--- src/rtl/stream_frame_sequencer_if.sv ---
// Stream and bank signal bundle between the frame sequencer (master) and its
// FIFO pair / operand-result banks (slave).
interface stream_frame_sequencer_if #(
    parameter int DATA_WIDTH = 20,
    parameter int ADDR_WIDTH = 10
) ();
    logic [DATA_WIDTH-1:0] mm2s_tdata;
    logic                  mm2s_tvalid;
    logic                  mm2s_tlast;
    logic                  mm2s_tready;

    logic                  bank_wr_en;
    logic [ADDR_WIDTH-1:0] bank_wr_addr;
    logic [DATA_WIDTH-1:0] bank_wr_data;

    logic                  bank_rd_en;
    logic [ADDR_WIDTH-1:0] bank_rd_addr;
    logic [DATA_WIDTH-1:0] bank_rd_data;

    logic [DATA_WIDTH-1:0] s2mm_tdata;
    logic                  s2mm_tvalid;
    logic                  s2mm_tlast;
    logic                  s2mm_tready;

    modport master (
        input  mm2s_tdata, mm2s_tvalid, mm2s_tlast,
        output mm2s_tready,
        output bank_wr_en, bank_wr_addr, bank_wr_data,
        output bank_rd_en, bank_rd_addr,
        input  bank_rd_data,
        output s2mm_tdata, s2mm_tvalid, s2mm_tlast,
        input  s2mm_tready
    );

    modport slave (
        output mm2s_tdata, mm2s_tvalid, mm2s_tlast,
        input  mm2s_tready,
        input  bank_wr_en, bank_wr_addr, bank_wr_data,
        input  bank_rd_en, bank_rd_addr,
        output bank_rd_data,
        input  s2mm_tdata, s2mm_tvalid, s2mm_tlast,
        output s2mm_tready
    );
endinterface

--- src/rtl/stream_frame_sequencer.sv ---
// Frame sequencer: LOAD words from MM2S into the operand bank, kick the compute
// core, then STORE the result bank into S2MM through a 2-entry output FIFO.
module stream_frame_sequencer #(
    parameter int DATA_WIDTH = 20,
    parameter int ADDR_WIDTH = 10,
    parameter int LEN_WIDTH  = 10
) (
    input  logic                 aclk,
    input  logic                 areset,
    input  logic                 start,
    input  logic [LEN_WIDTH-1:0] load_len,
    input  logic [LEN_WIDTH-1:0] store_len,
    output logic                 busy,
    output logic                 done,
    output logic                 tlast_err,
    output logic                 compute_start,
    input  logic                 compute_done,
    stream_frame_sequencer_if.master bus
);
    localparam logic [2:0] S_IDLE   = 3'd0;
    localparam logic [2:0] S_LOAD   = 3'd1;
    localparam logic [2:0] S_CSTART = 3'd2;
    localparam logic [2:0] S_WAIT   = 3'd3;
    localparam logic [2:0] S_STORE  = 3'd4;
    localparam logic [2:0] S_FIN    = 3'd5;
    localparam logic [LEN_WIDTH-1:0] LEN_ONE = LEN_WIDTH'(1);

    logic [2:0]            state_q, state_d;
    logic [LEN_WIDTH-1:0]  load_len_q, load_len_d;
    logic [LEN_WIDTH-1:0]  store_len_q, store_len_d;
    logic [LEN_WIDTH-1:0]  cnt_q, cnt_d;
    logic [LEN_WIDTH-1:0]  pop_cnt_q, pop_cnt_d;
    logic                  tlast_err_q, tlast_err_d;
    logic                  rd_vld_p1_q, rd_vld_p1_d;
    logic [DATA_WIDTH-1:0] fifo_data_q [2];
    logic [DATA_WIDTH-1:0] fifo_data_d [2];
    logic                  fifo_rd_ptr_q, fifo_rd_ptr_d;
    logic                  fifo_wr_ptr_q, fifo_wr_ptr_d;
    logic [1:0]            fifo_cnt_q, fifo_cnt_d;

    logic       mm2s_hs, last_load, s2mm_valid, push, pop, last_pop, rd_issue;
    logic [2:0] occ;

    always_comb begin
        mm2s_hs    = (state_q == S_LOAD) && bus.mm2s_tvalid;
        last_load  = (cnt_q == load_len_q - LEN_ONE);
        s2mm_valid = (fifo_cnt_q != 2'd0);
        push       = rd_vld_p1_q;
        pop        = s2mm_valid && bus.s2mm_tready;
        last_pop   = pop && (pop_cnt_q == store_len_q - LEN_ONE);
        // A read may only be issued if its word is guaranteed a FIFO slot on return.
        occ        = {1'b0, fifo_cnt_q} + {2'b00, rd_vld_p1_q} - {2'b00, pop};
        rd_issue   = (state_q == S_STORE) && (cnt_q != store_len_q) && (occ < 3'd2);
    end

    always_comb begin
        state_d       = state_q;
        load_len_d    = load_len_q;
        store_len_d   = store_len_q;
        cnt_d         = cnt_q;
        pop_cnt_d     = pop_cnt_q;
        tlast_err_d   = tlast_err_q;
        rd_vld_p1_d   = rd_issue;
        fifo_data_d   = fifo_data_q;
        fifo_rd_ptr_d = fifo_rd_ptr_q;
        fifo_wr_ptr_d = fifo_wr_ptr_q;
        fifo_cnt_d    = fifo_cnt_q;

        case (state_q)
            S_IDLE: begin
                if (start) begin
                    load_len_d  = load_len;
                    store_len_d = store_len;
                    tlast_err_d = 1'b0;
                    cnt_d       = '0;
                    pop_cnt_d   = '0;
                    state_d     = (load_len != '0) ? S_LOAD : S_CSTART;
                end
            end
            S_LOAD: begin
                if (mm2s_hs) begin
                    cnt_d = cnt_q + LEN_ONE;
                    if (bus.mm2s_tlast != last_load) tlast_err_d = 1'b1;
                    if (last_load) begin
                        cnt_d   = '0;
                        state_d = S_CSTART;
                    end
                end
            end
            S_CSTART: state_d = S_WAIT;
            S_WAIT: begin
                if (compute_done) state_d = (store_len_q != '0) ? S_STORE : S_FIN;
            end
            S_STORE: begin
                if (rd_issue) cnt_d = cnt_q + LEN_ONE;
                if (last_pop) state_d = S_FIN;
            end
            S_FIN:   state_d = S_IDLE;
            default: state_d = S_IDLE;
        endcase

        if (push) begin
            fifo_data_d[fifo_wr_ptr_q] = bus.bank_rd_data;
            fifo_wr_ptr_d              = ~fifo_wr_ptr_q;
        end
        if (pop) begin
            fifo_rd_ptr_d = ~fifo_rd_ptr_q;
            pop_cnt_d     = pop_cnt_q + LEN_ONE;
        end
        case ({push, pop})
            2'b10:   fifo_cnt_d = fifo_cnt_q + 2'd1;
            2'b01:   fifo_cnt_d = fifo_cnt_q - 2'd1;
            default: fifo_cnt_d = fifo_cnt_q;
        endcase
    end

    always_ff @(posedge aclk) begin
        if (areset) begin
            state_q        <= S_IDLE;
            load_len_q     <= '0;
            store_len_q    <= '0;
            cnt_q          <= '0;
            pop_cnt_q      <= '0;
            tlast_err_q    <= 1'b0;
            rd_vld_p1_q    <= 1'b0;
            fifo_data_q[0] <= '0;
            fifo_data_q[1] <= '0;
            fifo_rd_ptr_q  <= 1'b0;
            fifo_wr_ptr_q  <= 1'b0;
            fifo_cnt_q     <= 2'd0;
        end else begin
            state_q        <= state_d;
            load_len_q     <= load_len_d;
            store_len_q    <= store_len_d;
            cnt_q          <= cnt_d;
            pop_cnt_q      <= pop_cnt_d;
            tlast_err_q    <= tlast_err_d;
            rd_vld_p1_q    <= rd_vld_p1_d;
            fifo_data_q    <= fifo_data_d;
            fifo_rd_ptr_q  <= fifo_rd_ptr_d;
            fifo_wr_ptr_q  <= fifo_wr_ptr_d;
            fifo_cnt_q     <= fifo_cnt_d;
        end
    end

    assign busy          = (state_q != S_IDLE);
    assign done          = (state_q == S_FIN);
    assign compute_start = (state_q == S_CSTART);
    assign tlast_err     = tlast_err_q;

    assign bus.mm2s_tready  = (state_q == S_LOAD);
    assign bus.bank_wr_en   = mm2s_hs;
    assign bus.bank_wr_addr = mm2s_hs ? ADDR_WIDTH'(cnt_q) : '0;
    assign bus.bank_wr_data = mm2s_hs ? bus.mm2s_tdata : '0;

    assign bus.bank_rd_en   = rd_issue;
    assign bus.bank_rd_addr = rd_issue ? ADDR_WIDTH'(cnt_q) : '0;

    // The FIFO head's word index equals the number of words already popped.
    assign bus.s2mm_tvalid = s2mm_valid;
    assign bus.s2mm_tdata  = s2mm_valid ? fifo_data_q[fifo_rd_ptr_q] : '0;
    assign bus.s2mm_tlast  = s2mm_valid && (pop_cnt_q == store_len_q - LEN_ONE);
endmodule

--- src/flat_wrapper.sv ---
// flat-port wrapper written by rule: the top's interface ports become plain ports
module stream_frame_sequencer_flat 
#(
    parameter int DATA_WIDTH = 20,
    parameter int ADDR_WIDTH = 10,
    parameter int LEN_WIDTH  = 10
)
  (aclk, areset, start, load_len, store_len, busy, done, tlast_err, compute_start, compute_done, bus_mm2s_tdata, bus_mm2s_tvalid, bus_mm2s_tlast, bus_mm2s_tready, bus_bank_wr_en, bus_bank_wr_addr, bus_bank_wr_data, bus_bank_rd_en, bus_bank_rd_addr, bus_bank_rd_data, bus_s2mm_tdata, bus_s2mm_tvalid, bus_s2mm_tlast, bus_s2mm_tready);
  stream_frame_sequencer_if #(.DATA_WIDTH(DATA_WIDTH), .ADDR_WIDTH(ADDR_WIDTH)) bus_i ();
  input  logic aclk;
  input  logic areset;
  input  logic start;
  input  logic [LEN_WIDTH-1:0] load_len;
  input  logic [LEN_WIDTH-1:0] store_len;
  output logic busy;
  output logic done;
  output logic tlast_err;
  output logic compute_start;
  input  logic compute_done;
  input wire logic [$bits(bus_i.mm2s_tdata)-1:0] bus_mm2s_tdata;
  input wire logic [$bits(bus_i.mm2s_tvalid)-1:0] bus_mm2s_tvalid;
  input wire logic [$bits(bus_i.mm2s_tlast)-1:0] bus_mm2s_tlast;
  output wire logic [$bits(bus_i.mm2s_tready)-1:0] bus_mm2s_tready;
  output wire logic [$bits(bus_i.bank_wr_en)-1:0] bus_bank_wr_en;
  output wire logic [$bits(bus_i.bank_wr_addr)-1:0] bus_bank_wr_addr;
  output wire logic [$bits(bus_i.bank_wr_data)-1:0] bus_bank_wr_data;
  output wire logic [$bits(bus_i.bank_rd_en)-1:0] bus_bank_rd_en;
  output wire logic [$bits(bus_i.bank_rd_addr)-1:0] bus_bank_rd_addr;
  input wire logic [$bits(bus_i.bank_rd_data)-1:0] bus_bank_rd_data;
  output wire logic [$bits(bus_i.s2mm_tdata)-1:0] bus_s2mm_tdata;
  output wire logic [$bits(bus_i.s2mm_tvalid)-1:0] bus_s2mm_tvalid;
  output wire logic [$bits(bus_i.s2mm_tlast)-1:0] bus_s2mm_tlast;
  input wire logic [$bits(bus_i.s2mm_tready)-1:0] bus_s2mm_tready;
  assign bus_i.mm2s_tdata = bus_mm2s_tdata;
  assign bus_i.mm2s_tvalid = bus_mm2s_tvalid;
  assign bus_i.mm2s_tlast = bus_mm2s_tlast;
  assign bus_mm2s_tready = bus_i.mm2s_tready;
  assign bus_bank_wr_en = bus_i.bank_wr_en;
  assign bus_bank_wr_addr = bus_i.bank_wr_addr;
  assign bus_bank_wr_data = bus_i.bank_wr_data;
  assign bus_bank_rd_en = bus_i.bank_rd_en;
  assign bus_bank_rd_addr = bus_i.bank_rd_addr;
  assign bus_i.bank_rd_data = bus_bank_rd_data;
  assign bus_s2mm_tdata = bus_i.s2mm_tdata;
  assign bus_s2mm_tvalid = bus_i.s2mm_tvalid;
  assign bus_s2mm_tlast = bus_i.s2mm_tlast;
  assign bus_i.s2mm_tready = bus_s2mm_tready;
  stream_frame_sequencer #(.DATA_WIDTH(DATA_WIDTH), .ADDR_WIDTH(ADDR_WIDTH), .LEN_WIDTH(LEN_WIDTH)) u_core (.aclk(aclk), .areset(areset), .start(start), .load_len(load_len), .store_len(store_len), .busy(busy), .done(done), .tlast_err(tlast_err), .compute_start(compute_start), .compute_done(compute_done), .bus(bus_i));
endmodule
--- config.mk ---
export PLATFORM = sky130hd
export DESIGN_NAME = stream_frame_sequencer_flat
export DESIGN_NICKNAME = d
export VERILOG_FILES = /design/src/rtl/stream_frame_sequencer_if.sv /design/src/rtl/stream_frame_sequencer.sv /design/src/flat_wrapper.sv
export SDC_FILE = /design/constraint.sdc
export NUM_CORES = 1
export LEC_CHECK = 0
export ABC_AREA = 1
export BUFFER_PORTS_ARGS = -buffer_cell sky130_fd_sc_hd__buf_2
export CAP_MARGIN = 20
export CORE_ASPECT_RATIO = 2
export CORE_MARGIN = 2
export CORE_UTILIZATION = 53
export CTS_CLUSTER_DIAMETER = 40
export CTS_CLUSTER_SIZE = 16
export DETAILED_ROUTE_END_ITERATION = 7
export GPL_ROUTABILITY_DRIVEN = 0
export GPL_TIMING_DRIVEN = 0
export PLACE_DENSITY = 0.81
export SYNTH_ARGS = -nofsm -noshare
export SYNTH_HDL_FRONTEND = slang
export SYNTH_SLANG_ARGS = --single-unit
--- constraint.sdc ---
create_clock -name aclk -period 3.4 [get_ports aclk]
set_input_delay 0.34 -clock aclk [delete_from_list [all_inputs] [get_ports aclk]]
set_output_delay 0.34 -clock aclk [all_outputs]
set_load 0.03 [all_outputs]
==> flow_summary.toml <==
[worst_setup_path]
critical_path.top_delay_family = "simple AND/OR/NAND/NOR gates"
reg2reg_to = "u_core.cnt_q[7]$_SDFFE_PP0P_"
startpoint_type = "flop"
r2r-start = "u_core.fifo_cnt_q[0]$_SDFFE_PP0P_"
worstPathMaxFanout = 13
rrSetupSlack_ns = 0.42
critPathBufInv = 4
worst_setup_path_end_kind = "output port"
worstPathArrival_ns = 2.90
crit_chain = "nor2_4 -> inv_1 -> nand2_2 -> inv_1 -> buf_4 -> ha_1 -> nor2_2 -> fa_1 -> nor2_1 -> and3_4 -> o21ai_4 -> nor2_1 -> buf_2"
cp_slowest_stage_delay_ns = 0.41
r2r_cells = 17
crit_type = "flop to output port"
slowest_stage = "fa_1"
required_ns = 3.06

[layout]
fillers = 894
drive_above_1_share_pct = 19.1
nets = 1024
fin_area_um2 = 6140
area_growth_pct = 22.8
n_antenna_cell = 0
fin_util_pct = 66.4

[power_and_ir_drop]
peakVddDrop_v = 0.000394
powerDensity_nw_per_um2 = 598
p_leak_nw = 2.99
power.total_mw = 3.68

[placed_design]
hpwl_mm = 11.8
place_area_um2 = 5810
io_buffers = 135

[drt]
final_antenna_net_count = 0
drc = 0
post_drt_wl_per_cell_um = 14.3
num_vias = 5542
wl_mm = 15.1
first_pass_iters = 4
via_per_inst = 5.24
dr.first_iter.drc_count = 279

[cts]
ctsHoldBuffers = 0
cts_root_buf = "clkbuf_16"
cts_tree = "built"
path_clk_slew_ns = 0.06
cts.path.max_buffers = 2
clk_latency_ns = 0.35
clock_sinks = 89
htree_num_levels = 3
numCtsBuffers = 9

[logic_synthesis]
yosysSeqAreaShare_pct = 35.6
synth_nets = 878
synthSimpleGateAreaFrac_pct = 34.9
synthCells = 804
synthAdderAreaFrac_pct = 1.90
synth_top_family_by_area = "simple AND/OR/NAND/NOR gates"
synth_compound_area_share_pct = 15.3
synth.distinct_cells = 38
ys.warnings.count = 0
syn_area_per_cell_um2 = 6.22
synth_xor_xnor_area_share_pct = 2.63
ys_ff_latch = 89
synth_mux_area_share_pct = 0
syn_area_um2 = 5000

[flow_run]
cap_violations = 0

[grt]
grtUsageTotal_pct = 29.8
grt_overflow = 0
grt_pass1_vias = 5306
grt_start_max_net_pins = 14
grt_antenna_before_repair = 0
grt_pass1_wl_mm = 23.9

[die]
core_area_um2 = 9260
die_x_um = 72.7
start_util_pct = 54.1
row_count = 50
io_pins = 136
fp.dieH_um = 141
dieArea_um2 = 10300

[status]
status = "finished, final reports clean"

[worst_hold_path]
worstHoldPathCells = 3
min_path_type = "primary input to flop"
min_from = "bus_bank_rd_data[5]"
min_to = "u_core.fifo_data_q[25]$_SDFFE_PP0P_"

[timing]
slew-limit-headroom_pct = 57.1
fmax_mhz = 309
setup_viol_count_final = 0
finClkSkew_ns = 0.00928
final.setup.tns_ns = 0
worstMarginPinSlew_ns = 0.643
maxSlewViolCount = 0
hold_violations = 0
fin_crit_ns = 3.24
fin_crit_sh_pct = 95.2
rsz0062_at_grt = "false"
area by class of cell:
class	count	area [um2]	share of cell area, %
timing repair buffer	136	706	11.5
clock inverter	3	42.5	0.692
clock buffer	11	243	3.95
buffer	31	125	2.04
sequential	89	1780	29.0
multi-input combinational	588	2760	44.8
inverter	95	359	5.84
tap	104	130	2.12
Yosys cell counts:
cell / n / share of area, %
nand2_1: 166 / 12
nor2_4: 4 / 0.90
inv_4: 1 / 0.13
inv_2: 5 / 0.38
dfxtp_1: 89 / 36
nand4_2: 1 / 0.25
a221oi_1: 2 / 0.35
nor2_1: 194 / 15
xnor2_1: 5 / 0.87
a21o_1: 1 / 0.15
o21ai_0: 79 / 7.9
nand4_1: 6 / 0.75
o21ai_4: 1 / 0.33
clkbuf_2: 1 / 0.10
or2_2: 1 / 0.13
ha_1: 6 / 1.5
a2bb2oi_1: 1 / 0.18
buf_2: 4 / 0.40
a21oi_1: 46 / 4.6
nand2_2: 1 / 0.13
nand3_2: 1 / 0.20
nand2_4: 3 / 0.67
fa_1: 1 / 0.40
a311oi_1: 3 / 0.53
xor2_1: 10 / 1.7
nor4_1: 2 / 0.25
a211oi_1: 1 / 0.15
nand3_1: 34 / 3.4
a21oi_2: 3 / 0.53
and3_1: 1 / 0.13
nor2_2: 1 / 0.13
inv_1: 89 / 6.7
a22oi_1: 2 / 0.30
o21ai_1: 1 / 0.10
o211ai_1: 1 / 0.15
nor3_1: 10 / 1.0
clkbuf_1: 25 / 1.9
buf_1: 2 / 0.15
sequential cells by signal, indices dropped and copies added (netlist names):
register              count
u_core.push               1
u_core.fifo_cnt_q         2
u_core.tlast_err          1
u_core.pop_cnt_q         10
u_core.load_len_q        10
u_core.state_q            3
u_core.cnt_q             10
u_core.fifo_data_q       40
u_core.fifo_rd_ptr_q      1
u_core.store_len_q       10
u_core.fifo_wr_ptr_q      1
tightest hold or removal path: stages:
cell and delay (ns):
buf_2 0.09, nor2_1 0.04, nor2_1 0.08
repair_timing:
action,4_1_cts,5_1_grt
setup buffers,0,1
pin swaps,1,1
setup endpoints to repair,10,11
resized for setup,11,11
layout by cell type, fill, tap and decap left out, types with 2 or more instances in the layout:
master	count
nor2_1	192
nand2_1	165
buf_2	129
inv_1	89
dfxtp_1	87
o21ai_0	79
a21oi_1	46
nand3_1	34
clkbuf_1	25
buf_4	10
nor3_1	10
xor2_1	10
clkbuf_16	9
nand4_1	6
ha_1	6
nor2_4	5
inv_2	5
xnor2_1	5
a311oi_1	3
nand2_4	3
a21oi_2	3
nand2_2	2
nor2_2	2
buf_1	2
a22oi_1	2
a221oi_1	2
nor4_1	2
dfxtp_2	2
per-layer routing:
| layer | vias to the layer above | track usage, % | share of wire (%) |
|---|---|---|---|
| li1 | 2829 | - | - |
| met1 | 2468 | 28.0 | 35 |
| met2 | 186 | 57.7 | 56 |
| met3 | 59 | 4.40 | 3.9 |
| met4 | 0 | 17.4 | 4.9 |
| met5 | - | 0 | 0 |
power by group:
part / internal, mW / switching (mW) / leakage (nW)
clock network: 0.580 / 0.402 / 0.137
logic: 0.455 / 0.979 / 2.13
registers: 1.15 / 0.113 / 0.723
total: 2.18 / 1.49 / 2.99
worst max path at each step:
stage | startpoint | end | slack, ns | cells after the start
CTS | u_core.fifo_cnt_q[1]$_SDFFE_PP0P_ | bus_bank_rd_addr[6] | 0.01 | 14
finish | u_core.fifo_cnt_q[0]$_SDFFE_PP0P_ | bus_bank_rd_addr[9] | 0.16 | 13
global placement | u_core.fifo_cnt_q[0]$_SDFFE_PP0P_ | bus_bank_rd_addr[1] | 0.17 | 14
detailed placement | u_core.fifo_cnt_q[0]$_SDFFE_PP0P_ | bus_bank_rd_addr[6] | 0.13 | 14
global route | u_core.fifo_cnt_q[0]$_SDFFE_PP0P_ | bus_bank_rd_addr[9] | 0.01 | 13
floorplan | u_core.fifo_cnt_q[0]$_SDFFE_PP0P_ | bus_bank_rd_addr[0] | 0.18 | 13
cells by family after synthesis:
kind of cell,after synthesis
xor+xnor,15
compound gates,141
simple gates,425
flops,89
fa+ha+maj,7
buf+inv,127
per-stage QoR:
stage	worst slack (ns)	std cells	hold slack [ns]
finish	0.162	1057	0.231
global placement	0.173	1043	0.436
floorplan	0.180	804	0.418
global route	0.0136	1057	0.240
CTS	0.0120	1057	0.230
detailed placement	0.133	1043	0.443
No activity file was read; power rests on OpenSTA's default activity.
